## config.mk

```make
export PLATFORM = sky130hd
export DESIGN_NAME = cache_ctrl_flat
export DESIGN_NICKNAME = d
export VERILOG_FILES = /design/src/rtl/cache_ctrl_if.sv /design/src/rtl/cache_ctrl.sv /design/src/flat_wrapper.sv
export SDC_FILE = /design/constraint.sdc
export NUM_CORES = 1
export LEC_CHECK = 0
export CAP_MARGIN = 20
export CORE_AREA = 2 2 134 136
export CTS_CLUSTER_DIAMETER = 200
export CTS_CLUSTER_SIZE = 30
export DETAILED_ROUTE_END_ITERATION = 6
export DIE_AREA = 0 0 136 138
export PLACE_DENSITY = 0.8
export SYNTH_ARGS = -nofsm -noshare
export SYNTH_HDL_FRONTEND = slang
export SYNTH_SLANG_ARGS = --single-unit
```

## constraint.sdc

```tcl
create_clock -name clk -period 1.95 [get_ports clk]
set_input_delay 0.39 -clock clk [delete_from_list [all_inputs] [get_ports clk]]
set_output_delay 0.39 -clock clk [all_outputs]
set_load 0.05 [all_outputs]
```

## src/rtl/cache_ctrl_if.sv

```systemverilog
// cache_ctrl_if: request/response handshake plus storage-array bus around cache_ctrl.
// slave is the controller side; master is the requester together with the array.
interface cache_ctrl_if #(
  parameter int NUM_ENTRIES = 16,
  parameter int KEY_WIDTH = 16,
  parameter int VALUE_WIDTH = 64
);
  logic cmd_valid;
  logic cmd_ready;
  logic [1:0] cmd_op;
  logic [KEY_WIDTH-1:0] cmd_key;
  logic [VALUE_WIDTH-1:0] cmd_value;
  logic rsp_valid;
  logic rsp_ready;
  logic [1:0] rsp_status;
  logic [VALUE_WIDTH-1:0] rsp_value;
  logic mem_write;
  logic mem_delete;
  logic mem_select_by_index;
  logic [KEY_WIDTH-1:0] mem_key;
  logic [VALUE_WIDTH-1:0] mem_value;
  logic [NUM_ENTRIES-1:0] mem_index;
  logic [VALUE_WIDTH-1:0] mem_value_out;
  logic [NUM_ENTRIES-1:0] mem_index_out;
  logic mem_hit;
  logic [NUM_ENTRIES-1:0] mem_used_entries;
  modport slave (
    input cmd_valid, cmd_op, cmd_key, cmd_value, rsp_ready,
    input mem_value_out, mem_index_out, mem_hit, mem_used_entries,
    output cmd_ready, rsp_valid, rsp_status, rsp_value,
    output mem_write, mem_delete, mem_select_by_index, mem_key, mem_value, mem_index
  );
  modport master (
    output cmd_valid, cmd_op, cmd_key, cmd_value, rsp_ready,
    output mem_value_out, mem_index_out, mem_hit, mem_used_entries,
    input cmd_ready, rsp_valid, rsp_status, rsp_value,
    input mem_write, mem_delete, mem_select_by_index, mem_key, mem_value, mem_index
  );
endinterface

```

## src/rtl/cache_ctrl.sv

```systemverilog
// cache_ctrl: one-at-a-time GET/PUT/DEL sequencer that masters the key/value storage array.
// Defining CACHE_CTRL_STATS_EN adds saturating hit/miss counters with stat_clr.
module cache_ctrl #(
  parameter int NUM_ENTRIES = 16,
  parameter int KEY_WIDTH = 16,
  parameter int VALUE_WIDTH = 64
) (
  input logic clk,
  input logic rst_n,
`ifdef CACHE_CTRL_STATS_EN
  input logic stat_clr,
  output logic [15:0] stat_hits,
  output logic [15:0] stat_misses,
`endif
  cache_ctrl_if.slave bus
);
  localparam logic [1:0] OP_GET = 2'b00, OP_PUT = 2'b01, OP_DEL = 2'b10, OP_RSVD = 2'b11;
  localparam logic [1:0] ST_OK = 2'b00, ST_MISS = 2'b01, ST_FULL = 2'b10, ST_ERR = 2'b11;
  typedef enum logic [2:0] {IDLE, LOOKUP, EVAL, EXEC, RESP} state_t;
  state_t state;
  logic [1:0] op;
  logic [KEY_WIDTH-1:0] key;
  logic [VALUE_WIDTH-1:0] value;
  logic [NUM_ENTRIES-1:0] free_oh;
  logic done_in_eval;
  // lowest clear bit of used: ~x & (x + 1)
  assign free_oh = ~bus.mem_used_entries & (bus.mem_used_entries + NUM_ENTRIES'(1));
  assign done_in_eval = op == OP_GET || !bus.mem_hit && (op == OP_DEL || free_oh == '0);
  assign bus.mem_key = key;
  assign bus.mem_value = value;
  assign bus.mem_select_by_index = 1'b0;
  always_ff @(posedge clk or negedge rst_n) begin
    if (!rst_n) begin
      state <= IDLE;
      op <= '0;
      key <= '0;
      value <= '0;
      bus.cmd_ready <= 1'b0;
      bus.rsp_valid <= 1'b0;
      bus.rsp_status <= ST_OK;
      bus.rsp_value <= '0;
      bus.mem_write <= 1'b0;
      bus.mem_delete <= 1'b0;
      bus.mem_index <= '0;
    end else begin
      case (state)
        IDLE: begin
          if (bus.cmd_ready && bus.cmd_valid) begin
            bus.cmd_ready <= 1'b0;
            op <= bus.cmd_op;
            key <= bus.cmd_key;
            value <= bus.cmd_value;
            if (bus.cmd_op == OP_RSVD || bus.cmd_key == '0) begin
              state <= RESP;
              bus.rsp_valid <= 1'b1;
              bus.rsp_status <= ST_ERR;
            end else state <= LOOKUP;
          end else bus.cmd_ready <= 1'b1;
        end
        LOOKUP: state <= EVAL;
        EVAL: begin
          if (done_in_eval) begin
            state <= RESP;
            bus.rsp_valid <= 1'b1;
            bus.rsp_status <= op == OP_GET ? (bus.mem_hit ? ST_OK : ST_MISS) : op == OP_DEL ? ST_MISS : ST_FULL;
            bus.rsp_value <= op == OP_GET && bus.mem_hit ? bus.mem_value_out : '0;
          end else begin
            state <= EXEC;
            bus.mem_write <= op == OP_PUT;
            bus.mem_delete <= op == OP_DEL;
            bus.mem_index <= bus.mem_hit ? bus.mem_index_out : free_oh;
          end
        end
        EXEC: begin
          state <= RESP;
          bus.mem_write <= 1'b0;
          bus.mem_delete <= 1'b0;
          bus.mem_index <= '0;
          bus.rsp_valid <= 1'b1;
          bus.rsp_status <= ST_OK;
          bus.rsp_value <= '0;
        end
        RESP: begin
          if (bus.rsp_ready) begin
            state <= IDLE;
            bus.rsp_valid <= 1'b0;
            bus.rsp_status <= ST_OK;
            bus.rsp_value <= '0;
            bus.cmd_ready <= 1'b1;
          end
        end
        default: state <= IDLE;
      endcase
    end
  end
`ifdef CACHE_CTRL_STATS_EN
  always_ff @(posedge clk or negedge rst_n) begin
    if (!rst_n) begin
      stat_hits <= '0;
      stat_misses <= '0;
    end else if (stat_clr) begin
      stat_hits <= '0;
      stat_misses <= '0;
    end else if (state == EVAL) begin
      if (bus.mem_hit && stat_hits != 16'hFFFF) stat_hits <= stat_hits + 16'd1;
      if (!bus.mem_hit && stat_misses != 16'hFFFF) stat_misses <= stat_misses + 16'd1;
    end
  end
`endif
endmodule
```

## src/flat_wrapper.sv

```systemverilog
// flat-port wrapper written by rule: the top's interface ports become plain ports
module cache_ctrl_flat 
#(
  parameter int NUM_ENTRIES = 16,
  parameter int KEY_WIDTH = 16,
  parameter int VALUE_WIDTH = 64
)
  (clk, rst_n, bus_cmd_valid, bus_cmd_op, bus_cmd_key, bus_cmd_value, bus_rsp_ready, bus_mem_value_out, bus_mem_index_out, bus_mem_hit, bus_mem_used_entries, bus_cmd_ready, bus_rsp_valid, bus_rsp_status, bus_rsp_value, bus_mem_write, bus_mem_delete, bus_mem_select_by_index, bus_mem_key, bus_mem_value, bus_mem_index);
  cache_ctrl_if #(.NUM_ENTRIES(NUM_ENTRIES), .KEY_WIDTH(KEY_WIDTH), .VALUE_WIDTH(VALUE_WIDTH)) bus_i ();
  input logic clk;
  input logic rst_n;
  input wire logic [$bits(bus_i.cmd_valid)-1:0] bus_cmd_valid;
  input wire logic [$bits(bus_i.cmd_op)-1:0] bus_cmd_op;
  input wire logic [$bits(bus_i.cmd_key)-1:0] bus_cmd_key;
  input wire logic [$bits(bus_i.cmd_value)-1:0] bus_cmd_value;
  input wire logic [$bits(bus_i.rsp_ready)-1:0] bus_rsp_ready;
  input wire logic [$bits(bus_i.mem_value_out)-1:0] bus_mem_value_out;
  input wire logic [$bits(bus_i.mem_index_out)-1:0] bus_mem_index_out;
  input wire logic [$bits(bus_i.mem_hit)-1:0] bus_mem_hit;
  input wire logic [$bits(bus_i.mem_used_entries)-1:0] bus_mem_used_entries;
  output wire logic [$bits(bus_i.cmd_ready)-1:0] bus_cmd_ready;
  output wire logic [$bits(bus_i.rsp_valid)-1:0] bus_rsp_valid;
  output wire logic [$bits(bus_i.rsp_status)-1:0] bus_rsp_status;
  output wire logic [$bits(bus_i.rsp_value)-1:0] bus_rsp_value;
  output wire logic [$bits(bus_i.mem_write)-1:0] bus_mem_write;
  output wire logic [$bits(bus_i.mem_delete)-1:0] bus_mem_delete;
  output wire logic [$bits(bus_i.mem_select_by_index)-1:0] bus_mem_select_by_index;
  output wire logic [$bits(bus_i.mem_key)-1:0] bus_mem_key;
  output wire logic [$bits(bus_i.mem_value)-1:0] bus_mem_value;
  output wire logic [$bits(bus_i.mem_index)-1:0] bus_mem_index;
  assign bus_i.cmd_valid = bus_cmd_valid;
  assign bus_i.cmd_op = bus_cmd_op;
  assign bus_i.cmd_key = bus_cmd_key;
  assign bus_i.cmd_value = bus_cmd_value;
  assign bus_i.rsp_ready = bus_rsp_ready;
  assign bus_i.mem_value_out = bus_mem_value_out;
  assign bus_i.mem_index_out = bus_mem_index_out;
  assign bus_i.mem_hit = bus_mem_hit;
  assign bus_i.mem_used_entries = bus_mem_used_entries;
  assign bus_cmd_ready = bus_i.cmd_ready;
  assign bus_rsp_valid = bus_i.rsp_valid;
  assign bus_rsp_status = bus_i.rsp_status;
  assign bus_rsp_value = bus_i.rsp_value;
  assign bus_mem_write = bus_i.mem_write;
  assign bus_mem_delete = bus_i.mem_delete;
  assign bus_mem_select_by_index = bus_i.mem_select_by_index;
  assign bus_mem_key = bus_i.mem_key;
  assign bus_mem_value = bus_i.mem_value;
  assign bus_mem_index = bus_i.mem_index;
  cache_ctrl #(.NUM_ENTRIES(NUM_ENTRIES), .KEY_WIDTH(KEY_WIDTH), .VALUE_WIDTH(VALUE_WIDTH)) u_core (.clk(clk), .rst_n(rst_n), .bus(bus_i));
endmodule
```

* Word level (Yosys, flattened, before mapping)
Index checks and enable logic that the tools add are counted.
** Word-level totals
- Logic and storage cells :: 79
- Register bits after elaboration :: 171
- Input bits :: 183
** Operators by class
- Add/sub/neg operators :: 1
- Bitwise gates (word level) :: 2
- Reductions and logical operators :: 21
- Eq/ne operators :: 12
- Muxes and demuxes :: 32
** Operators with widths (count)
- two-way mux 64 bit :: 3
- one-hot mux 64 bit (3 select lines) :: 1
- zero test 16 bit :: 2
- two-way mux 16 bit :: 2
- one-hot mux 16 bit (2 select lines) :: 1
- adder 16 x 1 -> 16 bit (second input constant) :: 1
- bitwise AND 16 bit :: 1
- inverter 16 bit :: 1
- one-hot mux 3 bit (5 select lines) :: 1
- two-way mux 2 bit :: 6
- two-way mux 3 bit :: 4
- two-way mux 1 bit :: 9
- one-hot mux 2 bit (4 select lines) :: 1
- AND reduction 2 bit :: 4
- == test 3 x 2 -> 1 bit (second input constant) :: 2
- inequality test 2 x 1 -> 1 bit (second input constant) :: 3
- one-hot mux 1 bit (2 select lines) :: 3
- AND reduction 5 bit :: 1
- == test 2 bit (second input constant) :: 2
- inequality test 2 bit (second input constant) :: 2
- one-hot mux 1 bit (4 select lines) :: 1
- nonzero test 2 bit :: 2
- nonzero test 4 bit :: 1
- == test 3 x 1 -> 1 bit (second input constant) :: 1
- 9 further kinds :: 13

* Depth between registers and ports, before layout
Gate-level depths: netlist of the first run.
- Depth in word-level cells :: 8
- Depth in mapped cells :: 7
- Mapped depth without buffers :: 5

* Worst setup path before layout of the first run
Ideal clock, no wire load.
- Path kind :: register -> register
- From :: reg u_core.bus.cmd_ready
- To :: reg u_core.key[14], in the netlist u_core.bus.mem_key[14]
- Cell stages (with the launch flop) :: 6
- Buffers on the path :: 2
- Library setup time :: 0.125 ns
- Slack :: 0.065 ns
- Period minus slack after synthesis :: 1.885 ns
- Required time :: 1.825 ns
- Data arrival time :: 1.760 ns
- Cells stage by stage :: dfrtp_1 nand2_1 nor4_1 buf_2 buf_2 mux2_2
** Between the ends
- Longest elaborated chain between the ends :: 2
** Ends and longest elaborated chain
- start, declared :: RTL line cache_ctrl_if.sv:30 : output cmd_ready, rsp_valid, rsp_status, rsp_value,
- start signal, assigned :: RTL line cache_ctrl.sv:38 : bus.cmd_ready <= 1'b0;
- start signal, assigned :: RTL line cache_ctrl.sv:49 : bus.cmd_ready <= 1'b0;
- start signal, assigned :: RTL line cache_ctrl.sv:58 : end else bus.cmd_ready <= 1'b1;
- logical AND 1 bit :: RTL line cache_ctrl.sv:48 : if (bus.cmd_ready && bus.cmd_valid) begin
- AND reduction 2 bit (no line)
- end signal, assigned :: RTL line cache_ctrl.sv:51 : key <= bus.cmd_key;
- end, declared :: RTL line cache_ctrl.sv:22 : logic [KEY_WIDTH-1:0] key;
Every way passes these cells.
A chain may end at the register's enable or synchronous reset.

* Final worst setup path of the first run
- From :: in bus_mem_used_entries[7]
- To :: reg u_core.bus.rsp_value[57]
** Between the ends
- Longest elaborated chain between the ends :: 8
** Ends and longest elaborated chain
- start, declared :: RTL line flat_wrapper.sv:20 : input wire logic [$bits(bus_i.mem_used_entries)-1:0] bus_mem_used_entries;
- adder 16 x 1 -> 16 bit or inverter 16 bit (tied branches) :: RTL line cache_ctrl.sv:27 : assign free_oh = ~bus.mem_used_entries & (bus.mem_used_entries + NUM_ENTRIES'(1));
- bitwise AND 16 bit * :: RTL line cache_ctrl.sv:27
- zero test 16 bit * :: RTL line cache_ctrl.sv:28 : assign done_in_eval = op == OP_GET || !bus.mem_hit && (op == OP_DEL || free_oh == '0);
- logical OR 1 bit * :: RTL line cache_ctrl.sv:28
- logical AND 1 bit * :: RTL line cache_ctrl.sv:28
- logical OR 1 bit * :: RTL line cache_ctrl.sv:28
- inequality test 2 x 1 -> 1 bit (no line) *
- AND reduction 3 bit (no line) *
- end signal, assigned :: RTL line cache_ctrl.sv:66 : bus.rsp_value <= op == OP_GET && bus.mem_hit ? bus.mem_value_out : '0;
- end, declared :: RTL line cache_ctrl_if.sv:30
Every way passes the cells marked *; elsewhere a longest branch is shown, timed or not.

==> impl_metrics.yaml, run 1 <==
outcome:
  status: "complete, no violations"
global_route:
  grt_pass1_vias: 5953
  grt_pass1_wl_um: 31900
  antenna_found_initial: 0
  grt_usage_pct: 21.8
  grt-ovfl-total: 0
  grt_max_degree: 56
power:
  power.internal_mw: 11.3
  p_clk_share_pct: 15.5
  power.density_nw_per_um2: 1990
  p_leak_nw: 5.28
  swShare_pct: 49.3
  seq_power_share_pct: 28.3
  p_comb_share_pct: 56.3
  p_switching_mw: 11.0
  finalPower_mw: 22.4
  ir_drop_mv: 1.30
sta:
  fin_crit_sh_pct: 96.1
  rsz0062_at_grt: "yes"
  fin_ws_ps: 75.5
  slew_violations: 0
  skew_ps: 9.78
  relSlewSlack_pct: 65.2
  post-route-min-period_ps: 1870
  fin_hold_ws_ps: 457
  timing_hold_violations_final: 0
  setup-violations-final: 0
  fmax_mhz: 533
  tns_ps: 0
  worst_pin_slew_ps: 525
setup_path:
  cp_data_required_time_ps: 2250
  cp-end-kind: "flip-flop"
  cp-start-kind: "input port"
  crit_type: "in2reg"
  crit_path_max_fanout: 42
  crit_arrival_ps: 2180
logic_synthesis:
  ys_warn_count: 0
  synth_area_leaders: "dfrtp_1 63%, mux2_2 14%, a22o_1 8.7%"
  yosysMostFrequentCell: "dfrtp_1"
  synth_cell_types: 43
  ys_ff_latch: 171
  synth_nets: 671
  postSynth.asyncResetShare_pct: 100
  yosys.area.top_type: "dfrtp_1"
  synth_area_per_cell_um2: 14.0
  synthCells: 488
  synth_edf_count: 0
  synth_area_um2: 6820
  synth.top_cell.area_share_pct: 62.7
  synth-main-ff-cell: "dfrtp_1"
  yosysSeqAreaShare_pct: 62.7
  synth_common_cells: "171 x dfrtp_1, 84 x mux2_2, 68 x a22o_1"
route:
  wirelength_um: 20500
  drt_first_iter_violations: 206
  viasPerCell: 5.01
  drcViolationCount: 0
  ant_nets: 0
  wl_per_cell_um: 18.3
  firstDrtPassIters: 6
  via_count: 5622
finish:
  final_cells: 1122
  num_antenna_cells: 0
  postLayoutCoreUtil_pct: 64.3
  final_area_um2: 11300
  nets: 1063
  syn2layout_area_growth_pct: 65.2
  drive_gt1_share_pct: 25.4
placed_design:
  place_inst: 1087
  detailed_place.area_um2: 10800
  pre_cts_ws_ps: -362
  numPortBuffers: 348
  place_congestion: 0.840
  hpwl_um: 15400
floorplanning:
  io_pins: 350
  fp.dieW_um: 136
  core_area_um2: 17500
  chipHeight_um: 138
  die-area_um2: 18800
  rows: 49
  start_util_pct: 38.9
run:
  maxCapViolCount: 0
clock_tree:
  h-tree-depth: 4
  clock_sinks: 171
  path_clk_slew_ps: 70
  cts_tree: "built"
  numCtsBuffers: 17
  cts_root_buf: "clkbuf_16"
  cts_buffer_depth: 2
  insertion_delay_ps: 420
min_path:
  min_path_type: "in2async"
[path summary, 6_finish.rpt]
path	from	cells past startpoint	slack (ps)	end
min in group clk	u_core.bus.rsp_value[20]	1	490	u_core.bus.rsp_value[20]
worst min register to register	u_core.bus.rsp_value[20]	1	490	u_core.bus.rsp_value[20]
worst max-delay path	bus_mem_used_entries[7]	7	80	u_core.bus.rsp_value[57]
max in group asynchronous	rst_n	3	890	u_core.bus.mem_value[2]
worst max register to register	u_core.state[2]	6	130	u_core.bus.rsp_value[57]
worst min-delay path	rst_n	2	460	u_core.bus.mem_index[1]
[flip-flops by register name, summed over array words and instances (netlist names)]
signal	count
u_core.bus.mem_value	64
u_core.bus.rsp_value	64
u_core.bus.mem_index	16
u_core.bus.mem_key	16
u_core.state	3
u_core.bus.rsp_status	2
u_core.op	2
u_core.bus.cmd_ready	1
u_core.bus.mem_delete	1
u_core.bus.mem_write	1
u_core.bus.rsp_valid	1
[what timing repair did]
action                     CTS  global route
pin swaps                    0             1
gates resized for setup    120             2
setup buffers                0             1
hold endpoints to repair    34             0
gates cloned                 0             1
setup endpoints to repair  120            17
hold buffers                 1             0
[power groups by stage]
| stage | Clock [mW] | Sequential, mW | Combinational (mW) |
|---|---|---|---|
| after global routing | 3.71 | 6.55 | 13.1 |
| after floorplan | 0 | 12.3 | 2.75 |
| after global placement | 0 | 6.38 | 13.4 |
| final | 3.47 | 6.32 | 12.6 |
| after detailed placement | 0 | 6.41 | 13.6 |
| after CTS | 3.55 | 6.33 | 12.7 |
[critical path, cell delays in order]
cell and delay (ps):
clkdlybuf4s50_1 480, nand4_1 200, nor4_4 380, a21o_4 210, o31ai_4 90, buf_12 200, a22o_1 210
[routing by layer]
layer,track usage (%),routed length (um)
met4,6.91,414
met1,26.9,8320
met2,36.0,10000
met3,7.26,1730
met5,0,0
[logic make-up after synthesis]
family | share of synthesized area [%]
other | 0.0550
flip-flops | 62.7
AO/OA/AOI/OAI | 13.7
buffers and inverters | 2.92
AND/OR/NAND/NOR | 6.47
multiplexers | 14.2
[layout make-up]
type | count | area [um2]
clock inverters | 15 | 179
inverters | 4 | 15.0
clock buffers | 17 | 425
multi-input cells | 281 | 2350
flip-flops and latches | 171 | 4280
repair buffers | 405 | 3740
fillers | 1394 | 6260
well taps | 229 | 287
[cell usage in the layout, fill, tap and decap left out, types with 2 or more instances in the layout]
cell type,instances
nand2b_1,3
nor2_1,7
nor4_1,5
dfrtp_1,171
mux2_2,84
clkinvlp_4,3
mux2i_1,2
nor3b_1,4
o211ai_1,8
inv_8,5
a22o_1,68
dlygate4sd2_1,120
nand4_1,3
a21oi_1,17
clkbuf_16,18
o2bb2ai_1,2
nor4_4,2
o21ai_0,5
o31ai_1,3
buf_12,5
nor4b_1,3
o311ai_0,3
or3_1,2
bufinv_16,2
and3_1,2
buf_4,95
inv_6,4
nand3_1,13
nand2_1,25
clkdlybuf4s50_1,181
nor3_1,3
inv_1,4
Note: power is estimated with default switching activity, not from simulation.
==> run 2: changes to the inputs <==
==> constraint.sdc (replaced) <==
create_clock -name clk -period 1.95 [get_ports clk]
set_input_delay 0.39 -clock clk [delete_from_list [all_inputs] [get_ports clk]]
set_output_delay 0.39 -clock clk [all_outputs]
set_load 0.02 [all_outputs]
==> run 2 against run 1 <==
Cell area is 1.6% higher. Flip-flop and latch count stayed put. Critical path depth stayed put. Total power is 14% lower. Global-route usage is 0.061 points higher. Worst hold slack better by 36 ps. Clock-buffer cell count is 2 higher. First-iteration DRC count is 26% higher. Critical endpoint is now u_core.bus.rsp_value[27]. Largest cell class unchanged.
==> impl_metrics.yaml, run 2 (synthesis gave the netlist of run 1 again) <==
finish:
  final_area_um2: 11500
  final_common_cell: "clkdlybuf4s50_1"
  final-seq-area_um2: 4280
  fillers: 1345
  nets: 1059
  final_cell_mix: "347 x clkdlybuf4s50_1, 171 x dfrtp_1, 84 x mux2_2"
  final_cells: 1117
  num_antenna_cells: 0
  multi_input_area_um2: 2360
  drive_gt1_share_pct: 19.8
  syn2layout_area_growth_pct: 67.9
power:
  ir_drop_mv: 0.924
  power.density_nw_per_um2: 1670
  p_leak_nw: 4.85
clock_tree:
  h-tree-depth: 4
  cts_tree: "built"
  insertion_delay_ps: 420
  cts_buffer_depth: 2
  cts_root_buf: "clkbuf_16"
  post_cts_buffers: 0
  path_clk_slew_ps: 60
  clock_sinks: 171
  numCtsBuffers: 17
global_route:
  grt-ovfl-total: 0
  grt_pass1_wl_um: 31900
  grt_max_degree: 56
  grt_pass1_vias: 5881
  grt_usage_pct: 21.8
  antenna_found_initial: 0
setup_path:
  crit_start: "bus_mem_used_entries[3]"
  r2r-start: "u_core.state[2]"
  crit_path_max_fanout: 15
  cp-end-kind: "flip-flop"
  rrSetupSlack_ps: 200
  crit_arrival_ps: 2190
  cp-start-kind: "input port"
  crit_type: "in2reg"
  cp_data_required_time_ps: 2240
min_path:
  hp-start: "u_core.bus.mem_index[15]"
  min_path_type: "reg2reg"
route:
  firstDrtPassIters: 4
  ant_nets: 0
  wl_per_cell_um: 18.2
  viasPerCell: 4.99
  drt_first_iter_violations: 260
  via_count: 5577
  wirelength_um: 20300
  drcViolationCount: 0
sta:
  skew_ps: 12.8
  rsz0062_at_grt: "no"
  post-route-min-period_ps: 1900
  fin_hold_ws_ps: 493
  timing_hold_violations_final: 0
  fmax_mhz: 527
  slew_violations: 0
  setup-violations-final: 0
  fin_crit_sh_pct: 97.2
  tns_ps: 0
floorplanning:
  core_area_um2: 17500
  start_util_pct: 38.9
  die-area_um2: 18800
  io_pins: 350
  fp.dieW_um: 136
  rows: 49
  chipHeight_um: 138
placed_design:
  detailed_place.area_um2: 10900
  numPortBuffers: 348
  hpwl_um: 15500
  place_congestion: 0.859
  place_inst: 1085
run:
  maxCapViolCount: 0
outcome:
  status: "complete, no violations"
==> run 2: per-stage QoR <==
stage               util, %  total power, mW  setup WS, ps
finish                 65.3             19.1          54.0
CTS                    65.3             19.3          55.1
detailed placement     62.2             16.2          -368
global route           65.3             20.2          4.09
floorplan                 -             11.2           214
global placement       62.2             16.0          -313
==> run 2: critical path, cell delays in order <==
cell,delay [ps]
clkdlybuf4s50_1,510
nand4_2,170
nor4_4,400
a21o_4,210
o31ai_4,90
buf_4,210
a22o_1,200
==> run 2: worst paths after layout <==
path,depth (start not counted),endpoint
max,7,u_core.bus.rsp_value[27]
min,1,u_core.bus.mem_index[15]
max reg2reg,5,u_core.bus.rsp_value[3]
min reg2reg,1,u_core.bus.mem_index[15]
max in group asynchronous,3,u_core.bus.rsp_value[52]
min in group asynchronous,2,u_core.bus.rsp_value[21]
==> run 2: what timing repair did <==
item	CTS	global route
endpoints found under the hold margin	42	0
hold buffers	1	0
gates resized for setup	0	2
endpoints found under the setup margin	0	28
==> run 2: cell type report <==
class,count,area share [%]
clock inverter,12,0.776
timing repair buffer,401,34.8
multi-input combinational,281,20.6
inverter,4,0.131
clock buffer,19,3.87
sequential,171,37.4
tap,229,2.50
==> run 2: power by group <==
part	internal, mW	switching (mW)	leakage (nW)
logic	5.18	4.51	2.46
clock network	1.67	1.40	0.265
registers	5.32	1.07	2.13
total	12.2	6.97	4.85
==> run 2: routing by layer <==
layer / part of all wire [%] / GRT usage, % / wire length (um)
met1: 41 / 27.1 / 8250
met2: 48 / 35.7 / 9780
met3: 9.1 / 7.37 / 1840
met4: 2.1 / 7.35 / 429
met5: 0 / 0 / 0
==> run 3: changes to the inputs <==
--- a/config.mk
+++ b/config.mk
@@ -6,12 +6,12 @@
 export NUM_CORES = 1
 export LEC_CHECK = 0
 export CAP_MARGIN = 20
-export CORE_AREA = 2 2 134 136
+export CORE_MARGIN = 1.5
+export CORE_UTILIZATION = 35
 export CTS_CLUSTER_DIAMETER = 200
 export CTS_CLUSTER_SIZE = 30
 export DETAILED_ROUTE_END_ITERATION = 6
-export DIE_AREA = 0 0 136 138
-export PLACE_DENSITY = 0.8
+export PLACE_DENSITY = 0.72
 export SYNTH_ARGS = -nofsm -noshare
 export SYNTH_HDL_FRONTEND = slang
 export SYNTH_SLANG_ARGS = --single-unit
==> run 3 against run 2 <==
Highest routed layer unchanged. Die area is 8.4% higher. Clock power rose by 8.1%. Combinational power barely moved. Setup slack gained 24 ps. Core utilization shrank 4.2 points. First-iteration DRC count up 0.38%. Sequential share of layout area fell by 0.30 points.
==> impl_metrics.yaml, run 3 (synthesis gave the netlist of run 1 again) <==
global_route:
  grt_pass1_wl_um: 31300
  grt_pass1_vias: 5776
  grt_usage_pct: 20.0
  grt-ovfl-total: 0
  antenna_found_initial: 0
  grt_max_degree: 65
finish:
  syn2layout_area_growth_pct: 69.3
  nets: 1060
  fillers: 1551
  final_cells: 1150
  final_cell_mix: "347 x clkdlybuf4s50_1, 171 x dfrtp_1, 84 x mux2_2"
  num_antenna_cells: 0
  drive_gt1_share_pct: 19.9
  final_common_cell: "clkdlybuf4s50_1"
setup_path:
  crit_type: "in2reg"
  cp-start-kind: "input port"
  crit_chain: "clkdlybuf4s50_1 -> nand4_4 -> nor4_4 -> a21o_4 -> o31ai_4 -> buf_12 -> a22o_1"
  cp_num_buf_inv: 2
  rrSetupSlack_ps: 220
  crit_arrival_ps: 2170
  cp_data_required_time_ps: 2250
  crit_path_max_fanout: 49
  critPathMaxStageDelay_ps: 540
  path_delay_family: "buffers and inverters"
  critPathSlowestCell: "clkdlybuf4s50_1"
  cp-end-kind: "flip-flop"
route:
  wl_per_cell_um: 17.8
  drcViolationCount: 0
  ant_nets: 0
  drt_first_iter_violations: 261
  via_count: 5639
  viasPerCell: 4.90
  wirelength_um: 20500
  firstDrtPassIters: 6
power:
  finalPower_mw: 19.3
  p_leak_nw: 4.87
  power.density_nw_per_um2: 1680
  ir_drop_mv: 1.05
sta:
  fin_hold_ws_ps: 435
  tns_ps: 0
  timing_hold_violations_final: 0
  setup-violations-final: 0
  slew_violations: 0
  skew_ps: 15.5
  fmax_mhz: 534
  post-route-min-period_ps: 1870
  rsz0062_at_grt: "no"
  fin_crit_sh_pct: 96.0
placed_design:
  place_congestion: 0.801
  hpwl_um: 15000
  place_inst: 1117
  numPortBuffers: 348
clock_tree:
  cts_buffer_depth: 2
  cts_tree: "built"
  clock_sinks: 171
  numCtsBuffers: 17
  cts_root_buf: "clkbuf_16"
  insertion_delay_ps: 430
  path_clk_slew_ps: 70
  h-tree-depth: 4
min_path:
  min_path_type: "in2async"
floorplanning:
  core_area_um2: 18900
  start_util_pct: 36.1
  fp.dieW_um: 143
  io_pins: 350
  die-area_um2: 20300
  rows: 50
  chipHeight_um: 143
run:
  maxCapViolCount: 0
outcome:
  status: "complete, no violations"
==> run 3: cell count changes in the layout (fill, tap and decap cells not counted) <==
| cell | change |
|---|---|
| buf_6 | +1 |
| buf_12 | -1 |
| clkbuf_1 | +1 |
| clkinvlp_4 | +1 |
| o21ai_0 | +1 |
| o21ai_1 | -1 |
| inv_8 | +3 |
| bufinv_16 | +1 |
| clkinv_2 | -4 |
| buf_4 | +1 |
| nand4_2 | -1 |
| inv_6 | -2 |
| nand4_4 | +1 |
| clkinv_4 | +1 |
==> run 3: cell type report <==
| cell class | count | area [um2] | share of cell area (%) |
|---|---|---|---|
| Clock buffer | 20 | 447 | 3.87 |
| Tap cell | 260 | 325 | 2.82 |
| Timing Repair Buffer | 402 | 3980 | 34.5 |
| Sequential cell | 171 | 4280 | 37.1 |
| Clock inverter | 12 | 131 | 1.14 |
| Multi-Input combinational cell | 281 | 2360 | 20.5 |
| Inverter | 4 | 15.0 | 0.130 |
==> run 3: routing by layer <==
metal  share of wire [%]  GRT usage [%]  vias to the layer above
li1                    -              -                     2608
met1                  40           23.6                     2747
met2                  48           32.6                      254
met3                  10           8.55                       30
met4                 2.4           7.11                        0
met5                   0              0                        -
==> run 3: power by group <==
group          internal (mW)  total, mW  switching [mW]
clock                   1.84       3.32            1.48
combinational           5.14       9.67            4.53
sequential              5.32       6.36            1.04
==> run 3: worst paths after layout <==
path | from | end | cells after the start
worst max register to register | u_core.state[2] | u_core.bus.rsp_value[16] | 5
worst max-delay path | bus_mem_used_entries[3] | u_core.bus.rsp_value[16] | 7
max in group asynchronous | rst_n | u_core.bus.mem_value[16] | 3
min in group clk | u_core.bus.rsp_value[35] | u_core.bus.rsp_value[35] | 1
worst min register to register | u_core.bus.rsp_value[35] | u_core.bus.rsp_value[35] | 1
worst min-delay path | rst_n | u_core.bus.mem_index[3] | 2
==> run 3: timing repair <==
item | in CTS | in global routing
buffers inserted | 0 | 0
endpoints found under the setup margin | 0 | 48
endpoints found under the hold margin | 33 | 0
resized for setup | 0 | 3
hold buffers | 1 | 0
==> run 3: per-stage QoR <==
step                area [um2]  utilization, %  worst slack (ps)
floorplan                 6820               -               214
global placement         10900            57.9              -315
CTS                      11500            61.0              46.8
finish                   11500            61.1              78.2
global route             11500            61.1              6.27
detailed placement       10900            57.9              -366
==> run 3: worst reg2reg max path, delay by kind of cell (launching register included) <==
family                 cells  cell delay, ps
AO/OA/AOI/OAI              1             250
flip-flops                 1             450
buffers and inverters      1             310
AND/OR/NAND/NOR            3             670
